### config.mk
export PLATFORM = sky130hd
export DESIGN_NAME = rc4_prga_decrypt
export DESIGN_NICKNAME = d
export VERILOG_FILES = /design/src/rtl/rc4_pkg.sv /design/src/rtl/rc4_char_check.sv /design/src/rtl/rc4_prga_decrypt.sv
export SDC_FILE = /design/constraint.sdc
export NUM_CORES = 1
export LEC_CHECK = 0
export BUFFER_PORTS_ARGS = -buffer_cell sky130_fd_sc_hd__buf_2
export CORE_MARGIN = 10
export CORE_UTILIZATION = 45
export DETAILED_ROUTE_END_ITERATION = 10
export GPL_TIMING_DRIVEN = 0
export PLACE_DENSITY = 0.67
export SLEW_MARGIN = 20
export SYNTH_ARGS = -nofsm -noshare
export SYNTH_HDL_FRONTEND = slang
export SYNTH_HIERARCHICAL = 1
export SYNTH_SLANG_ARGS = --single-unit
export TNS_END_PERCENT = 100
### constraint.sdc
create_clock -name clk -period 4.3 [get_ports clk]
set_input_delay 0.43 -clock clk [delete_from_list [all_inputs] [get_ports clk]]
set_output_delay 0.43 -clock clk [all_outputs]
set_load 0.005 [all_outputs]
### src/rtl/rc4_pkg.sv
// Shared types and constants for the RC4 keystream/decrypt stage.
package rc4_pkg;

  typedef enum logic [3:0] {
    IDLE,
    RD_I,
    LAT_I,
    RD_J,
    LAT_J,
    WR_I,
    WR_J,
    RD_F,
    LAT_F,
    WR_DEC,
    DONE
  } state_t;

  localparam logic [7:0] ASCII_SPACE = 8'h20;
  localparam logic [7:0] ASCII_LO    = 8'h61;
  localparam logic [7:0] ASCII_HI    = 8'h7A;

endpackage

### src/rtl/rc4_char_check.sv
// Flags whether a decrypted byte is a plausible plaintext character (space or a..z).
module rc4_char_check
  import rc4_pkg::*;
(
  input  logic [7:0] data,
  output logic       valid
);

  assign valid = (data == ASCII_SPACE) || ((data >= ASCII_LO) && (data <= ASCII_HI));

endmodule

### src/rtl/rc4_prga_decrypt.sv
// RC4 PRGA: swaps S in place, XORs the keystream with encrypted ROM bytes and
// writes the plaintext to the decrypted RAM. All RAM-facing outputs are registered.
module rc4_prga_decrypt
  import rc4_pkg::*;
#(
  parameter int MSG_LEN      = 32,
  parameter bit CHECK_ASCII  = 1'b1,
  parameter bit ABORT_ON_BAD = 1'b1
) (
  input  logic       clk,
  input  logic       reset,
  input  logic       start,
  output logic       finished,
  output logic       bad_char,
  output logic [7:0] s_address,
  output logic [7:0] s_data,
  output logic       s_wren,
  input  logic [7:0] s_q,
  output logic [7:0] rom_address,
  input  logic [7:0] rom_q,
  output logic [7:0] dec_address,
  output logic [7:0] dec_data,
  output logic       dec_wren
);

  localparam logic [7:0] LAST_K = 8'(MSG_LEN - 1);

  state_t     state, state_nxt;
  logic [7:0] i, j, k, si, sj, f, enc;
  logic [7:0] i_nxt, j_nxt, k_nxt, si_nxt, sj_nxt, f_nxt, enc_nxt;
  logic [7:0] s_address_nxt, s_data_nxt, rom_address_nxt, dec_address_nxt, dec_data_nxt;
  logic       s_wren_nxt, dec_wren_nxt, finished_nxt, bad_char_nxt;
  logic [7:0] plain;
  logic       plain_ok, byte_bad;

  assign plain    = f ^ enc;
  assign byte_bad = CHECK_ASCII && !plain_ok;

  rc4_char_check u_char_check (
    .data  (plain),
    .valid (plain_ok)
  );

  always_ff @(posedge clk or negedge reset) begin
    if (!reset) begin
      state       <= IDLE;
      i           <= '0;
      j           <= '0;
      k           <= '0;
      si          <= '0;
      sj          <= '0;
      f           <= '0;
      enc         <= '0;
      s_address   <= '0;
      s_data      <= '0;
      s_wren      <= 1'b0;
      rom_address <= '0;
      dec_address <= '0;
      dec_data    <= '0;
      dec_wren    <= 1'b0;
      finished    <= 1'b0;
      bad_char    <= 1'b0;
    end else begin
      state       <= state_nxt;
      i           <= i_nxt;
      j           <= j_nxt;
      k           <= k_nxt;
      si          <= si_nxt;
      sj          <= sj_nxt;
      f           <= f_nxt;
      enc         <= enc_nxt;
      s_address   <= s_address_nxt;
      s_data      <= s_data_nxt;
      s_wren      <= s_wren_nxt;
      rom_address <= rom_address_nxt;
      dec_address <= dec_address_nxt;
      dec_data    <= dec_data_nxt;
      dec_wren    <= dec_wren_nxt;
      finished    <= finished_nxt;
      bad_char    <= bad_char_nxt;
    end
  end

  // Outputs are computed for the state being entered, so they are valid for its whole cycle.
  always_comb begin
    state_nxt       = state;
    i_nxt           = i;
    j_nxt           = j;
    k_nxt           = k;
    si_nxt          = si;
    sj_nxt          = sj;
    f_nxt           = f;
    enc_nxt         = enc;
    s_address_nxt   = '0;
    s_data_nxt      = '0;
    s_wren_nxt      = 1'b0;
    rom_address_nxt = '0;
    dec_address_nxt = '0;
    dec_data_nxt    = '0;
    dec_wren_nxt    = 1'b0;
    finished_nxt    = 1'b0;
    bad_char_nxt    = bad_char;

    case (state)
      IDLE: begin
        if (start) begin
          i_nxt         = 8'd1;
          j_nxt         = '0;
          k_nxt         = '0;
          bad_char_nxt  = 1'b0;
          s_address_nxt = 8'd1;
          state_nxt     = RD_I;
        end
      end
      RD_I:  state_nxt = LAT_I;
      LAT_I: begin
        si_nxt        = s_q;
        j_nxt         = j + s_q;
        s_address_nxt = j + s_q;
        state_nxt     = RD_J;
      end
      RD_J:  state_nxt = LAT_J;
      LAT_J: begin
        sj_nxt        = s_q;
        s_address_nxt = i;
        s_data_nxt    = s_q;
        s_wren_nxt    = 1'b1;
        state_nxt     = WR_I;
      end
      WR_I: begin
        // When i == j this second write lands on the same word and leaves si there.
        s_address_nxt = j;
        s_data_nxt    = si;
        s_wren_nxt    = 1'b1;
        state_nxt     = WR_J;
      end
      WR_J: begin
        s_address_nxt   = si + sj;
        rom_address_nxt = k;
        state_nxt       = RD_F;
      end
      RD_F:  state_nxt = LAT_F;
      LAT_F: begin
        f_nxt           = s_q;
        enc_nxt         = rom_q;
        dec_address_nxt = k;
        dec_data_nxt    = s_q ^ rom_q;
        dec_wren_nxt    = 1'b1;
        // WR_DEC doubles as the S[i+1] read of the next byte, keeping 8 cycles per byte.
        s_address_nxt   = i + 8'd1;
        state_nxt       = WR_DEC;
      end
      WR_DEC: begin
        i_nxt = i + 8'd1;
        if (byte_bad) bad_char_nxt = 1'b1;
        if ((k == LAST_K) || (ABORT_ON_BAD && byte_bad)) begin
          finished_nxt = 1'b1;
          state_nxt    = DONE;
        end else begin
          k_nxt     = k + 8'd1;
          state_nxt = LAT_I;
        end
      end
      DONE: begin
        if (start) finished_nxt = 1'b1;
        else       state_nxt    = IDLE;
      end
      default: state_nxt = IDLE;
    endcase
  end

endmodule

# [Word-level counts from Yosys, hierarchy flattened]
# Index checks and enable logic that the tools add are counted.
[word_totals] inputBits=19 elab_cells=78 regBits=104 out_inout_bits=44
[classes] magnitude_cmp=2 n_eq_ne=16 n_reduce_logical=13 bitwise=2 addsub=4 mux=24
[op_table] operator="case mux 8 bit (2 select lines)" n=4
[op_table] operator="two-way mux 8 bit" n=6
[op_table] operator="case mux 8 bit (6 select lines)" n=1
[op_table] operator="case mux 4 bit (11 select lines)" n=1
[op_table] operator="adder 8 x 1 -> 8 bit, second input constant" n=2
[op_table] operator="adder 8 bit" n=2
[op_table] operator="== test 4 x 3 -> 1 bit, second input constant" n=4
[op_table] operator="XOR 8 bit" n=2
[op_table] operator="== test 4 bit, second input constant" n=3
[op_table] operator="two-way mux 4 bit" n=3
[op_table] operator="== test 4 x 2 -> 1 bit, second input constant" n=2
[op_table] operator="== test 8 x 5 -> 1 bit, second input constant" n=1
[op_table] operator="== test 8 x 6 -> 1 bit, second input constant" n=1
[op_table] operator=">= comparator 8 x 7 -> 1 bit, second input constant" n=1
[op_table] operator="less-or-equal comparator 8 x 7 -> 1 bit, second input constant" n=1
[op_table] operator="!= test 2 bit, second input constant" n=4
[op_table] operator="two-way mux 1 bit" n=7
[op_table] operator="AND reduction 2 bit" n=3
[op_table] operator="AND reduction 3 bit" n=2
[op_table] operator="== test 4 x 1 -> 1 bit, second input constant" n=1
[op_table] operator="zero test 4 bit" n=1
[op_table] operator="case mux 1 bit (2 select lines)" n=2
[op_table] operator="nonzero test 2 bit" n=2
[op_table] operator="logical OR 1 bit" n=2
[op_table] operator="other kinds (3)" n=3

# [Logic depth before layout (Yosys ltp)]
# Gate-level depths: netlist (run 1).
[logic_depth] depth_word=8 ltp_mapped=9 depth_no_buf=9

# [By module]
# The synthesis (run 1) kept the hierarchy.
[modules_own_cells] module="rc4_prga_decrypt" seq_area_each_um2=2602.5 area_each_um2=4906.0 cells_per_inst=510 instances=1
[modules_own_cells] module="rc4_char_check" seq_area_each_um2=0.0 area_each_um2=57.6 cells_per_inst=9 instances=1

# [Worst setup path before layout (run 1)]
# Ideal clock, no wire load.
[synth_timing] kind="input -> register" start="input s_q[0]" end="register s_address[6]" path_stages=8 t_arrival_ps=1885 path_slack_ps=2291 required_ps=4176 setup_ps=124 path_buffers=0 path_cell_list="ha_1 > inv_1 > fa_1 > nor2b_1 > o21ai_0 > a21boi_0 > o211ai_1 > a211o_1"
[synth_via] elab_chain_len=2
[synth_lines] item="start, declared" line_no="rc4_prga_decrypt.sv:18" text="input logic [7:0] s_q,"
[synth_lines] item="adder 8 bit" line_no="rc4_prga_decrypt.sv:119" text="s_address_nxt = j + s_q;"
[synth_lines] item="case mux 8 bit (6 select lines)" line_no="rc4_prga_decrypt.sv:104" text="case (state)"
[synth_lines] item="via s_address_nxt[6]" line_no="rc4_prga_decrypt.sv:31" text="logic [7:0] s_address_nxt, s_data_nxt, rom_address_nxt, dec_address_nxt, dec_data_nxt;"
[synth_lines] item="end signal, assigned" line_no="rc4_prga_decrypt.sv:72" text="s_address <= s_address_nxt;"
[synth_lines] item="end, declared" line_no="rc4_prga_decrypt.sv:15" text="output logic [7:0] s_address,"
# The timed path passes the listed nets, and every way through them passes these cells.
# A chain may end at the register's enable or synchronous reset.

# [Final worst setup path (run 1)]
[layout_timing] start="register enc[1]" end="register k[2]"
[layout_via] elab_chain_len=8 elab_cells_between_ends=10 cone_classes="2 x order compare; 2 x eq/ne; 1 x bitwise; 5 x reduce/logical"
[layout_lines] item="start, declared" line_no="rc4_prga_decrypt.sv:29" text="logic [7:0] i, j, k, si, sj, f, enc;"
[layout_lines] item="start signal, assigned" line_no="rc4_prga_decrypt.sv:71" text="enc <= enc_nxt;"
[layout_lines] item="XOR 8 bit (*)" line_no="rc4_prga_decrypt.sv:36" text="assign plain = f ^ enc;"
[layout_lines] item="via plain[1]" line_no="rc4_prga_decrypt.sv:33" text="logic [7:0] plain;"
[layout_lines] item=">= comparator 8 x 7 -> 1 bit / less-or-equal comparator 8 x 7 -> 1 bit (equally long branches)" line_no="rc4_char_check.sv:9" text="assign valid = (data == ASCII_SPACE) || ((data >= ASCII_LO) && (data <= ASCII_HI));"
[layout_lines] item="logical AND 1 bit" line_no="rc4_char_check.sv:9"
[layout_lines] item="logical OR 1 bit (*)" line_no="rc4_char_check.sv:9"
[layout_lines] item="via plain_ok" line_no="rc4_prga_decrypt.sv:34" text="logic plain_ok, byte_bad;"
[layout_lines] item="zero test 1 bit (*)" line_no="rc4_prga_decrypt.sv:37" text="assign byte_bad = CHECK_ASCII && !plain_ok;"
[layout_lines] item="logical OR 1 bit (*)" line_no="rc4_prga_decrypt.sv:156" text="if ((k == LAST_K) || (ABORT_ON_BAD && byte_bad)) begin"
[layout_lines] item="!= test 2 bit (no source line) (*)"
[layout_lines] item="AND reduction 3 bit (no source line) (*)"
[layout_lines] item="end signal, assigned" line_no="rc4_prga_decrypt.sv:67" text="k <= k_nxt;"
[layout_lines] item="end, declared" line_no="rc4_prga_decrypt.sv:29"
# Mark *: on every way through the listed nets, which the timed path passes. The rest lies on a longest branch.

==> summary.txt, run 1 <==
Status
  • Status: complete, but fails checks
  • Failing checks: negative hold slack

GRT
  • GR Util All Layers: 15.3%
  • First-pass GRT wire length: 19900 um
  • Vias in the first global route: between 3000 and 4000
  • GRT overflow: 0
  • Initial antenna violation count: 0
  • Largest net degree at the start of global routing: 54

Routing
  • Via total after detailed routing: 3961
  • # DRC: 0
  • DRT met1 WL: 5570 um
  • Final ANT Viol Nets: 0
  • WL final: 11800 um
  • DR vias/cell: between 5 and 6
  • Max Used Layer: met4
  • Detailed Route Iter0 Violations: 321
  • DR WL met3: between 500 and 600 um
  • Routed wire per std cell: ~16 um
  • Drt pass-1 iters: 6
  • Met2 WL post-DR: around 5300 um

Floorplan
  • IO Pins: 63
  • Die Span Y: 125 um
  • Initial Utilization: ~46%
  • Row cnt: 38
  • Core area: between 10000 and 15000 um2
  • Die X: 125 um
  • Die area: between 15000 and 20000 um2

STA
  • Worst Skew: 9.98 ps
  • Final Max Slew Viols: 0
  • Worst Max-Slew Pin Slew: slightly above 600 ps
  • Relative slew margins: between 50% and 60%
  • Worst slack on hold paths: -5.52 ps
  • Unrepaired setup endpoints after global routing: no
  • # setup viols final: 0
  • Tmin final: around 2300 ps
  • Setup WS post-layout: ~2000 ps
  • Final TNS setup: 0 ps
  • Period Utilization, post-route: between 50% and 60%
  • Achievable Freq: between 400 and 500 MHz
  • Final Hold Viols: 4

Setup path
  • Data arrival, critical path: roughly 2600 ps
  • R2r setup slk: between 1500 and 2000 ps
  • Reg2Reg Depth: 9
  • Crit path launch type: flop
  • Worst r2r src: enc[1]$_DFFE_PN0P_
  • CP Capture Type: flop
  • CP max FO: 5
  • Worst Setup Path Type: flop to flop
  • R2R Path End: k[2]$_DFFE_PN0P_
  • Worst EP required: 4540 ps

Yosys
  • Synth Instances: 519
  • Netlist cell types: 56
  • #FFs+latches synth: around 100
  • Synth Flop Type: dfrtp_1
  • Syn Nets: ~560
  • Post-synth top area cell: dfrtp_1
  • Mapped cell area: around 5000 um2
  • Share of the synthesized area in the top cell type: a little over half
  • Post-synth EDFFs: 0
  • Synth area leaders: dfrtp_1 52%, nand2_1 10%, ha_1 4.0%
  • Synthesized area per cell: ~9.6 um2
  • Total of warnings raised by yosys: 6
  • Ys async rst share: 100%
  • Sequential cell area fraction in the yosys report: between 50% and 60%

Flow run
  • Max-cap violation count: 0

CTS
  • Cts repair resizes: 0
  • Num CTS Buffers: 9
  • Clock Tree Buf Depth: 2
  • H-tree depth: 3
  • Clock tree root driver cell: clkbuf_8
  • Post-CTS setup buffers: 0
  • Total clock sinks: between 100 and 150
  • Clock slew seen by the registers of the worst setup and hold paths: around 100 ps
  • # hold bufs at CTS: 0
  • TritonCTS clock tree: yes
  • Clk_lat worst skew: 370 ps

Power and ir drop
  • Pleak: approximately 3.0 nW
  • Peak VDD IR: ~0.32 mV
  • PwrDens: ~680 nW/um2
  • Tot Pwr: 3.86 mW

Finish
  • Nets: 630
  • Layout cells sized above 1: 16.9%
  • Antenna diodes: 0
  • Commonest non-fill, non-tap cells in the layout: 134 x nand2_1, 104 x dfrtp_1, 74 x buf_2
  • Finished Layout Cells: roughly 740
  • Final core occ: between 50% and 60%
  • Number of fill cells: just under 1000
  • Area Overhead vs Synth: 14.2%
  • Commonest non-fill, non-tap cell in the layout: nand2_1

Place
  • Post-DP HPWL: around 8600 um
  • Dpl cells: 722
  • Placer Congestion: slightly below 0.9
  • Port bufs: 62
  • Pre-CTS setup slack: 1790 ps

Worst hold path
  • Hold Crit Class: input port to asynchronous set/reset pin
worst max path at each step:
stage	start	end	slack, ps	depth (start not counted)
floorplan	s_q[0]	s_address[6]$_DFF_PN0_	2290	8
global placement	reset	dec_address[4]$_DFF_PN0_	1690	1
global route	enc[0]$_DFFE_PN0P_	k[4]$_DFFE_PN0P_	1780	9
CTS	enc[1]$_DFFE_PN0P_	k[2]$_DFFE_PN0P_	1970	9
detailed placement	s_q[0]	s_address[6]$_DFF_PN0_	1790	9
finish	enc[1]$_DFFE_PN0P_	k[2]$_DFFE_PN0P_	1990	9
cell type report:
| class | instances | area (um2) | area share (%) |
|---|---|---|---|
| clock buffers | 10 | 128 | 2.25 |
| repair buffers | 63 | 344 | 6.07 |
| flip-flops and latches | 104 | 2600 | 45.9 |
| clock inverters | 5 | 58.8 | 1.04 |
| multi-input cells | 381 | 2210 | 39.0 |
| plain buffers | 21 | 98.8 | 1.74 |
| well taps | 140 | 175 | 3.09 |
| inverters | 13 | 48.8 | 0.861 |
per-layer routing:
metal / track usage (%) / vias to the layer above
met3: 3.59 / 23
met4: 6.44 / 0
met1: 20.4 / 1912
met5: 0 / -
met2: 23.2 / 115
li1: - / 1911
cells in the mapped netlist, types with 7 or more instances:
cell     number
dfrtp_1     104
xnor2_1      16
nor2b_1       7
ha_1         16
xor2_1       15
nor2_1       37
inv_1        12
nand3_1      15
nor3_1       11
and3_1       22
nand2_1     134
buf_2        13
o21ai_0      26
a21oi_1      10
stage by stage:
step / instance area (um2) / hold slack [ps]
floorplan: 4960 / 134
global placement: 5450 / 465
detailed placement: 5480 / 422
global route: 5670 / 22.6
CTS: 5670 / 10.7
finish: 5670 / -5.52
cell families (layout without fill, tap and decap cells):
kind of cell / count (synthesis) / after routing / share of synthesized area [%]
compound gates: 83 / 83 / 11.4
xor+xnor: 31 / 31 / 5.47
buf+inv: 34 / 112 / 2.97
fa+ha+maj: 18 / 18 / 4.84
flops: 104 / 104 / 52.4
mux: 3 / 3 / 0.605
simple gates: 246 / 246 / 22.3
critical path, cell delays in order, from the launching register on:
cell and delay [ps]:
dfrtp_1 400, xor2_1 250, nor3_2 90, and3_2 220, nor3_2 450, o21ai_2 120, nor2_1 290, nor2_1 110
o21ai_0 170, o21ai_0 100
where the power goes:
part / total (mW) / switching [mW] / internal [mW]
combinational: 1.74 / 1.04 / 0.701
clock: 0.590 / 0.324 / 0.266
sequential: 1.53 / 0.226 / 1.30
Power figures use the tool's default switching activity.
==> run 2: changes to the inputs <==
PLACE_DENSITY = 0.69   (was 0.67)
clock period = 2.05 ns   (was 4.3 ns; I/O delays follow)
==> summary.txt, run 2 (synthesized netlist as in run 1, its figures left out) <==
Status
  • Status: complete, but fails checks
  • Failing checks: negative setup slack

Finish
  • Commonest non-fill, non-tap cell in the layout: nand2_1
  • Layout cells sized above 1: 23.9% (+6.9 points)
  • Layout Cell Area excl Fill: 6040 um2 (+6.5%)
  • Number of fill cells: 951 (-4.1%)
  • Commonest non-fill, non-tap cells in the layout: 134 x nand2_1, 103 x dfrtp_1, 74 x buf_2
  • Nets: 644 (+2.2%)
  • Final core occ: 55.7% (+3.4 points)
  • Antenna diodes: 0 (unchanged)
  • Area Overhead vs Synth: 21.7%

Power and ir drop
  • PwrDens: 1480 nW/um2 (+120%)
  • Sequential Power Share: 36.7% (-2.8 points)
  • Pint: 5.24 mW (+130%)
  • Switching Share: 41.2% (about the same)
  • Pleak: 3.11 nW (+3.9%)
  • Peak VDD IR: 0.713 mV (+120%)
  • Clock network fraction of total power: 15.9% (+0.6 points)
  • Tot Pwr: 8.92 mW (+130%)
  • P_sw: 3.68 mW (+130%)
  • Comb pwr share: 47.4% (+2.2 points)

Worst hold path
  • Hold Crit Class: input port to flop

Setup path
  • CP Capture Type: flop
  • Data arrival, critical path: 2350 ps (-200 ps)
  • Worst path slowest cell: dfrtp_1
  • CP max FO: 4 (-1)
  • Worst Setup Path Type: flop to flop
  • Most Frequent Cell on Critical Path: o21ai_0
  • Crit path launch type: flop
  • Crit-path cells: xor2_1, o21ai_0, nor3_4, o21ai_2, nor2_4, nor2_1, o21ai_0, o31ai_1
  • R2r setup slk: -30 ps (-2030 ps)
  • Worst path max stage delay: 400 ps (-50 ps)
  • Worst EP required: 2320 ps (-2220 ps)

STA
  • Period Utilization, post-route: 102% (+48 points)
  • Worst slack on hold paths: 38.5 ps (+44.0 ps)
  • Final Max Slew Viols: 0 (unchanged)
  • Relative slew margins: 58.3% (-0.43 points)
  • Worst Skew: 11.6 ps (+1.64 ps)
  • Achievable Freq: 480 MHz (+11%)
  • Worst Max-Slew Pin Slew: 623 ps (+4.11 ps)
  • # setup viols final: 4 (+4)
  • Tmin final: 2080 ps (-222 ps)
  • Unrepaired setup endpoints after global routing: yes
  • Setup WS post-layout: -34.4 ps (-2030 ps)
  • Final Hold Viols: 0 (-4)

Routing
  • Via total after detailed routing: 4041 (+2.0%)
  • Routed wire per std cell: 16.7 um (+3.9%)
  • DR vias/cell: 5.37 (about the same)
  • WL final: 12600 um (+6.1%)
  • Final ANT Viol Nets: 0 (unchanged)
  • # DRC: 0 (unchanged)
  • Drt pass-1 iters: 6 (unchanged)
  • Detailed Route Iter0 Violations: 273 (-15%)

CTS
  • Num CTS Buffers: 9 (unchanged)
  • TritonCTS clock tree: yes
  • Total clock sinks: 104 (unchanged)
  • Clock tree root driver cell: clkbuf_8
  • Clock Tree Buf Depth: 2 (unchanged)
  • Clk_lat worst skew: 380 ps (about the same)
  • Clock slew seen by the registers of the worst setup and hold paths: 100 ps (about the same)
  • H-tree depth: 3 (unchanged)

Floorplan
  • IO Pins: 63 (unchanged)
  • Initial Utilization: 45.8% (unchanged)
  • Die X: 125 um (unchanged)
  • Row cnt: 38 (unchanged)
  • Die area: 15600 um2 (unchanged)
  • Die Span Y: 125 um (unchanged)
  • Core area: 10800 um2 (unchanged)

GRT
  • GR Util All Layers: 15.4% (+0.15 points)
  • Vias in the first global route: 4024 (+2.8%)
  • Initial antenna violation count: 0 (unchanged)
  • GRT overflow: 0 (unchanged)
  • First-pass GRT wire length: 19900 um (+0.45%)
  • Largest net degree at the start of global routing: 78 (+44%)

Flow run
  • Max-cap violation count: 0 (unchanged)

Place
  • Port bufs: 62 (unchanged)
  • Post-DP HPWL: 8750 um (+1.4%)
  • Pre-CTS setup slack: -254 ps (-2050 ps)
  • Post-DP Area: 5480 um2 (unchanged)
  • Placer Congestion: 0.911 (+5.4%)
-- run 2: what timing repair did --
action	CTS	global route
hold buffers	1	0
endpoints found under the hold margin	27	0
pin swaps	9	26
resized for setup	11	38
endpoints found under the setup margin	14	16
buffers inserted	6	7
-- run 2: worst paths after layout --
check | from | endpoint | cells past startpoint
hold / removal | rom_q[4] | enc[4]$_DFFE_PN0P_ | 3
setup reg to reg | enc[6]$_DFFE_PN0P_ | k[4]$_DFFE_PN0P_ | 8
min in group asynchronous | reset | s_address[0]$_DFF_PN0_ | 2
max in group asynchronous | reset | j[5]$_DFFE_PN0P_ | 3
hold reg to reg | sj[4]$_DFFE_PN0N_ | sj[4]$_DFFE_PN0N_ | 2
setup / recovery | enc[6]$_DFFE_PN0P_ | k[4]$_DFFE_PN0P_ | 8
-- run 2: per-stage QoR --
step,cells,TNS [ps]
6_report,752,-62.7
5_1_grt,752,-707
4_1_cts,745,0
3_5_place_dp,722,-1760
3_3_place_gp,721,-37050
2_1_floorplan,519,0
-- run 2: final cells by class --
cell class / instances / area [um2] / area share [%]
plain buffers: 21 / 100 / 1.66
clock buffers: 10 / 128 / 2.11
clock inverters: 6 / 91.3 / 1.51
inverters: 13 / 48.8 / 0.808
multi-input cells: 381 / 2440 / 40.3
flip-flops and latches: 104 / 2600 / 43.1
well taps: 140 / 175 / 2.90
repair buffers: 77 / 455 / 7.54
-- run 2: worst max-delay path: cells and delay by family, from the launching register on --
family	cells	cell delay, ps
DFF	1	400
AOI/OAI and AO/OA	4	640
xor gates and xnor gates	1	340
and+or+nand+nor	3	590
-- run 2: power groups by stage --
stage	clock network [mW]	registers [mW]	logic (mW)
finish	1.42	3.27	4.23
detailed placement	0	3.25	3.63
floorplan	0	3.15	2.63
CTS	1.44	3.20	3.83
global route	1.51	3.36	4.70
global placement	0	3.21	3.53
-- run 2: routing by layer --
metal	vias to the layer above	GRT usage [%]	wire (um)	share of wire, %
met4	0	5.42	174	1.4
met2	102	25.1	6250	50
met1	1997	19.6	5460	43
met3	13	3.72	679	5.4
li1	1929	-	-	-
met5	-	0	0	0
